### src/rtl/data_mem_pkg.sv
// Shared types and helpers for the data memory arbiter.
//   arb_state_t   : arbiter FSM states
//   WORD_BYTES    : bytes per memory word (per-beat address stride)
//   MAX_BURST_DEF : default maximum beats per burst
//   clip_len()    : maps a requested length to the effective beat count
package data_mem_pkg;

  typedef enum logic {
    ARB_IDLE,
    ARB_BURST
  } arb_state_t;

  localparam int unsigned WORD_BYTES    = 4;
  localparam int unsigned MAX_BURST_DEF = 4;

  // A zero length still moves one word; oversize requests are clipped.
  function automatic logic [2:0] clip_len(input logic [2:0] len,
                                          input logic [2:0] max_len);
    if (len == 3'd0) return 3'd1;
    if (len > max_len) return max_len;
    return len;
  endfunction

endpackage

### src/rtl/rr_arbiter_2.sv
// Two-way round-robin arbiter.
//   clk, reset : clock, synchronous active-high reset
//   req        : request lines of both requesters
//   take       : the current winner is being granted (updates last_grant)
//   winner     : index of the requester that wins this cycle
//   any_valid  : at least one request is present
module rr_arbiter_2 (
  input  logic       clk,
  input  logic       reset,
  input  logic [1:0] req,
  input  logic       take,
  output logic       winner,
  output logic       any_valid
);

  // Resets to 1 so requester 0 wins the first tie.
  logic last_grant;

  always_comb begin
    any_valid = |req;
    case (req)
      2'b01:   winner = 1'b0;
      2'b10:   winner = 1'b1;
      2'b11:   winner = ~last_grant;
      default: winner = 1'b0;
    endcase
  end

  always_ff @(posedge clk) begin
    if (reset) begin
      last_grant <= 1'b1;
    end else if (take && any_valid) begin
      last_grant <= winner;
    end
  end

endmodule

### src/rtl/data_mem_arbiter.sv
// Shares the single-port data RAM between the core load/store unit (port 0)
// and the image/program loader (port 1). Round-robin arbitration, grant held
// for a whole burst of up to MAX_BURST word beats, one beat per cycle.
//   clk, reset : clock, synchronous active-high reset
//   rq_valid   : per-requester request, held until its final rq_ready
//   rq_write   : 1 = write burst, 0 = read burst
//   rq_addr    : burst base byte address (low two bits ignored)
//   rq_len     : requested beats (0 -> 1, >MAX_BURST -> MAX_BURST)
//   rq_wdata   : write data for the current beat
//   rq_ready   : beat accepted pulse for the granted requester
//   rs_valid   : read data valid, one cycle after each read beat
//   rs_rdata   : shared read data bus, qualified by rs_valid
//   mem_addr   : RAM byte address
//   mem_we     : RAM write enable
//   mem_wdata  : RAM write data
//   mem_rdata  : RAM read data (1-cycle synchronous read)
//   grant_id   : requester currently owning the RAM
//   busy       : a burst is in progress
module data_mem_arbiter
  import data_mem_pkg::*;
#(
  parameter int unsigned ADDR_W    = 32,
  parameter int unsigned DATA_W    = 32,
  parameter int unsigned MAX_BURST = MAX_BURST_DEF
) (
  input  logic                   clk,
  input  logic                   reset,
  input  logic [1:0]             rq_valid,
  input  logic [1:0]             rq_write,
  input  logic [1:0][ADDR_W-1:0] rq_addr,
  input  logic [1:0][2:0]        rq_len,
  input  logic [1:0][DATA_W-1:0] rq_wdata,
  output logic [1:0]             rq_ready,
  output logic [1:0]             rs_valid,
  output logic [DATA_W-1:0]      rs_rdata,
  output logic [ADDR_W-1:0]      mem_addr,
  output logic                   mem_we,
  output logic [DATA_W-1:0]      mem_wdata,
  input  logic [DATA_W-1:0]      mem_rdata,
  output logic                   grant_id,
  output logic                   busy
);

  arb_state_t        state, state_n;
  logic [ADDR_W-1:0] base;
  logic              wr;
  logic [2:0]        len;
  logic [2:0]        beat;
  logic [1:0]        rs_valid_q;

  logic              winner;
  logic              any_valid;
  logic              take;
  logic              fire;
  logic              last_beat;
  logic [ADDR_W-1:0] beat_addr;
  logic [ADDR_W-1:0] win_addr;

  rr_arbiter_2 u_rr (
    .clk       (clk),
    .reset     (reset),
    .req       (rq_valid),
    .take      (take),
    .winner    (winner),
    .any_valid (any_valid)
  );

  assign win_addr  = rq_addr[winner];
  assign beat_addr = base + (ADDR_W'(beat) * ADDR_W'(WORD_BYTES));
  assign last_beat = (beat == (len - 3'd1));

  always_comb begin
    state_n   = state;
    take      = 1'b0;
    fire      = 1'b0;
    mem_addr  = '0;
    mem_we    = 1'b0;
    mem_wdata = '0;
    rq_ready  = '0;
    case (state)
      ARB_IDLE: begin
        if (any_valid) begin
          take    = 1'b1;
          state_n = ARB_BURST;
        end
      end
      ARB_BURST: begin
        if (!rq_valid[grant_id]) begin
          // Requester withdrew: abort without issuing a beat.
          state_n = ARB_IDLE;
        end else begin
          // Reset cycle must not commit a write or accept a beat.
          fire               = ~reset;
          mem_addr           = beat_addr;
          mem_we             = wr & ~reset;
          mem_wdata          = wr ? rq_wdata[grant_id] : '0;
          rq_ready[grant_id] = ~reset;
          if (last_beat) state_n = ARB_IDLE;
        end
      end
      default: state_n = ARB_IDLE;
    endcase
  end

  always_ff @(posedge clk) begin
    if (reset) begin
      state      <= ARB_IDLE;
      grant_id   <= 1'b0;
      base       <= '0;
      wr         <= 1'b0;
      len        <= 3'd1;
      beat       <= '0;
      rs_valid_q <= '0;
    end else begin
      state      <= state_n;
      rs_valid_q <= (fire && !wr) ? {grant_id, ~grant_id} : 2'b00;
      if (take) begin
        grant_id <= winner;
        base     <= {win_addr[ADDR_W-1:2], 2'b00};
        wr       <= rq_write[winner];
        len      <= clip_len(rq_len[winner], 3'(MAX_BURST));
        beat     <= '0;
      end else if (fire) begin
        beat <= beat + 3'd1;
      end
    end
  end

  // The RAM's own read register supplies the data cycle; only the valid
  // tag needs registering here.
  assign rs_valid = rs_valid_q;
  assign rs_rdata = mem_rdata;
  assign busy     = (state == ARB_BURST);

endmodule

### config.mk
export PLATFORM = sky130hd
export DESIGN_NAME = data_mem_arbiter
export DESIGN_NICKNAME = d
export VERILOG_FILES = /design/src/rtl/data_mem_pkg.sv /design/src/rtl/rr_arbiter_2.sv /design/src/rtl/data_mem_arbiter.sv
export SDC_FILE = /design/constraint.sdc
export NUM_CORES = 1
export LEC_CHECK = 0
export ABC_CLOCK_PERIOD_IN_PS = 1950
export BUFFER_PORTS_ARGS = -buffer_cell sky130_fd_sc_hd__buf_2
export CAP_MARGIN = 20
export CORE_MARGIN = 5
export CORE_UTILIZATION = 38
export CTS_BUF_LIST = sky130_fd_sc_hd__clkbuf_8
export CTS_CLUSTER_DIAMETER = 80
export DETAILED_ROUTE_END_ITERATION = 8
export PLACE_DENSITY_LB_ADDON = 0.15
export SKIP_CTS_REPAIR_TIMING = 1
export SLEW_MARGIN = 20
export SYNTH_ARGS = -nofsm -noshare
export SYNTH_HDL_FRONTEND = slang
export SYNTH_SLANG_ARGS = --single-unit
### constraint.sdc
create_clock -name clk -period 1.95 [get_ports clk]
set_input_delay 0.0975 -clock clk [delete_from_list [all_inputs] [get_ports clk]]
set_output_delay 0.0975 -clock clk [all_outputs]
set_load 0.03 [all_outputs]
==> results.rst <==
.. list-table::
   :header-rows: 1

   * - Metric
     - Value
   * - Yosys synthesis warning count
     - 0
   * - TritonCTS clock tree
     - done
   * - Final ANT Viol Nets
     - 0
   * - Unique masters post-synth
     - 50
   * - Port bufs
     - 204
   * - LEAKAGE
     - 2.57 nW
   * - Worst min-delay path class
     - input pin to register
   * - Clock-pin slew of the registers on the worst-case setup and hold paths
     - 0.09 ns
   * - Floorplan Core Area
     - 9240 sq um
   * - Placed cell count
     - 777
   * - Dominant cell by count in the synthesized netlist
     - sky130_fd_sc_hd__nor2_1
   * - Post-Syn Instances
     - 450
   * - Maximum frequency from static timing analysis
     - 0.393 GHz
   * - Worst supply voltage drop on vdd
     - 345 uV
   * - Max-cap viol count
     - 0
   * - Synth Register Bits
     - 42
   * - Source-to-sink clock delay at the later pin of the worst-skew pair
     - 0.30 ns
   * - Final count of negative-setup-slack endpoints
     - 23
   * - Maximum fanout along the worst path
     - 6
   * - Endpoint class of the critical path
     - primary output
   * - Crit-path cells
     - ha_4, inv_2, fa_2, and2b_2, o21ai_4, buf_12, nor4_4, mux2i_4, buf_6
   * - Remaining design rule violation count
     - 0
   * - Critical Setup Path Class
     - register to primary output
   * - CTS buffer count
     - 5
   * - Slew Limit Headroom
     - 0.623
   * - Htree depth
     - 2
   * - Max-slew violations
     - 0
   * - Most used standard cells in the synthesized netlist
     - sky130_fd_sc_hd__nor2_1, sky130_fd_sc_hd__mux2i_1, sky130_fd_sc_hd__dfxtp_1
   * - Via density per instance
     - 5.08
   * - Chip height
     - 107 microns
   * - Total number of placement rows
     - 35
   * - Dominant register cell in the synthesized netlist
     - sky130_fd_sc_hd__dfxtp_1
   * - Wire length of the first global-routing pass
     - 19,100 microns
   * - DRC marker count from the first detailed-route iteration
     - 182
   * - Area contributors post-synth
     - sky130_fd_sc_hd__dfxtp_1, sky130_fd_sc_hd__mux2i_1, sky130_fd_sc_hd__nor2_1
   * - Layout cell share with drive strength beyond 1
     - 0.536
   * - Number of detailed-route iterations in the first pass
     - 4
   * - Fin crit share
     - 1.30
   * - Overflow left after global routing
     - 0
   * - Failing checks
     - setup timing
   * - Sequential element share of the synthesized area
     - 0.234
   * - Vias in the first global route
     - 3,855
   * - DRT Wirelength
     - 13,000 microns
   * - Count of placed standard cells in the final layout, fillers left out
     - 797
   * - Time the worst path needs with I/O delays and setup
     - 2.54 ns
   * - Worst Tran Pin Value
     - 0.566 ns
   * - Hold violation total from the final report
     - 0
   * - Clock sink total
     - 42
   * - Initial core utilization
     - 0.389
   * - Power density of the placed cells
     - 505 nW/um^2
   * - Worst clock skew
     - 0.00932 ns
   * - Final Worst Setup Slack
     - -0.594 ns
   * - Vias post-DR
     - 4,050
   * - Clk Tree Root Cell
     - sky130_fd_sc_hd__clkbuf_8
   * - Signed area change from the synthesized netlist to the final layout
     - 58.3%
   * - GPL Wtd Cong
     - 0.895
   * - Fraction of synthesis flops using an asynchronous set or reset pin
     - 0
   * - Largest area contributor in the synthesized netlist
     - sky130_fd_sc_hd__dfxtp_1
   * - Combined global-route utilization of all metal layers
     - 0.203
   * - Die Footprint
     - 11,500 sq um
   * - Setup repair after global routing missed its margin
     - true
   * - Number of top-level design ports
     - 275
   * - Area fraction of the dominant cell type after synthesis
     - 0.234
   * - DP Wirelength
     - 10,300 microns
   * - Detailed-route wire length per cell
     - 16.3 microns
   * - Area after detailed placement
     - 5150 sq um
   * - DIE WIDTH
     - 107 microns
   * - Post-route cell area
     - 5690 sq um
   * - Signal arrival time at the worst endpoint
     - 2.45 ns
   * - Filler Cell Count
     - 841
   * - Clock buffer depth
     - 2
   * - Number of enable-type register cells in the synthesized netlist
     - 0
   * - Number of nets in the finished design
     - 843
   * - Initial antenna violation count
     - 2
   * - Standard cell with the maximum stage delay on the critical path
     - sky130_fd_sc_hd__dfxtp_4
   * - Run status
     - finished with violations
   * - Startpoint Class
     - register
   * - Required time of the worst setup path
     - 1.85 ns
   * - Synth Cell Area
     - 3590 sq um
   * - Highest cell delay on the worst timing path
     - 0.37 ns
   * - Average cell area after synthesis
     - 7.98 sq um
   * - Pin count of the biggest net entering global routing
     - 41
per-stage QoR:
stage	TNS [ns]	utilization	setup slack, ns	total power [mW]	hold WS, ns
finish	-9.19	0.615	-0.594	2.87	0.129
global route	-11.20	0.615	-0.683	3.05	0.135
CTS	-10.98	0.570	-0.640	2.83	0.121
detailed placement	-2.73	0.557	-0.291	2.13	0.195
global placement	-2.25	0.557	-0.230	2.10	0.195
floorplan	-1.03	-	-0.105	1.81	0.266
sequential cells by signal (all words and copies together) (netlist names):
signal / count
busy: 1
len: 3
rs_valid: 2
base: 30
beat: 3
u_rr.last_grant: 1
grant_id: 1
wr: 1
layout make-up:
class | instances | area, sq um | share of cell area
Clock inverter | 3 | 45.0 | 0.00792
Timing Repair Buffer | 271 | 1720 | 0.303
Multi-Input combinational cell | 336 | 2790 | 0.491
Tap cell | 129 | 161 | 0.0284
Antenna cell | 2 | 5.00 | 0.000880
Inverter | 9 | 33.8 | 0.00594
Sequential cell | 42 | 855 | 0.150
Clock buffer | 5 | 68.8 | 0.0121
power by group:
part | internal [mW] | switching (mW) | leakage, nW
sequential | 0.954 | 0.0812 | 0.352
combinational | 0.520 | 0.614 | 2.16
clock | 0.381 | 0.323 | 0.0504
cells in the final DEF (no fill, tap or decap), drive strengths merged, types with 9 or more instances in the layout:
master  Yosys  layout
buf        54     268
nor2       75      75
mux2i      70      70
dfxtp      42      42
a211oi     32      32
nand2      21      21
a21oi      17      17
or4        12      12
o31ai      12      12
inv         9       9
xnor2       9       9
nor3        9       9
cell families after synthesis:
family,after synthesis,share of synthesized area
xor+xnor,12,0.0293
compound gates,78,0.147
flops,42,0.234
fa+ha+maj,6,0.0230
buf+inv,74,0.128
other cells,1,0.00104
simple gates,165,0.236
mux,72,0.201
critical path: cells and delay by family, from the launching register on:
family                   cells  cell delay (ns)
multiplexers                 1             0.29
adder cells (fa/ha/maj)      2             0.46
buffers and inverters        3             0.33
flip-flops                   1             0.37
AND/OR/NAND/NOR              2             0.58
AO/OA/AOI/OAI                1             0.11
worst paths after layout:
check / startpoint / end / slack (ns) / cells after the start
setup / recovery: beat[0]$_SDFFE_PP0P_ / mem_addr[26] / -0.59 / 9
hold / removal: rq_addr[10] / base[10]$_SDFFE_PP0P_ / 0.13 / 3
setup reg to reg: grant_id$_SDFFE_PP0P_ / beat[0]$_SDFFE_PP0P_ / 0.54 / 5
hold reg to reg: len[1]$_SDFFE_PP0P_ / len[1]$_SDFFE_PP0P_ / 0.47 / 2
routing by layer:
metal  wire length (microns)  GRT usage
met1                    5270      0.251
met2                    6650      0.350
met3                     858     0.0458
met5                       0          0
met4                     194     0.0621
Note: power is estimated with default switching activity, not from simulation.
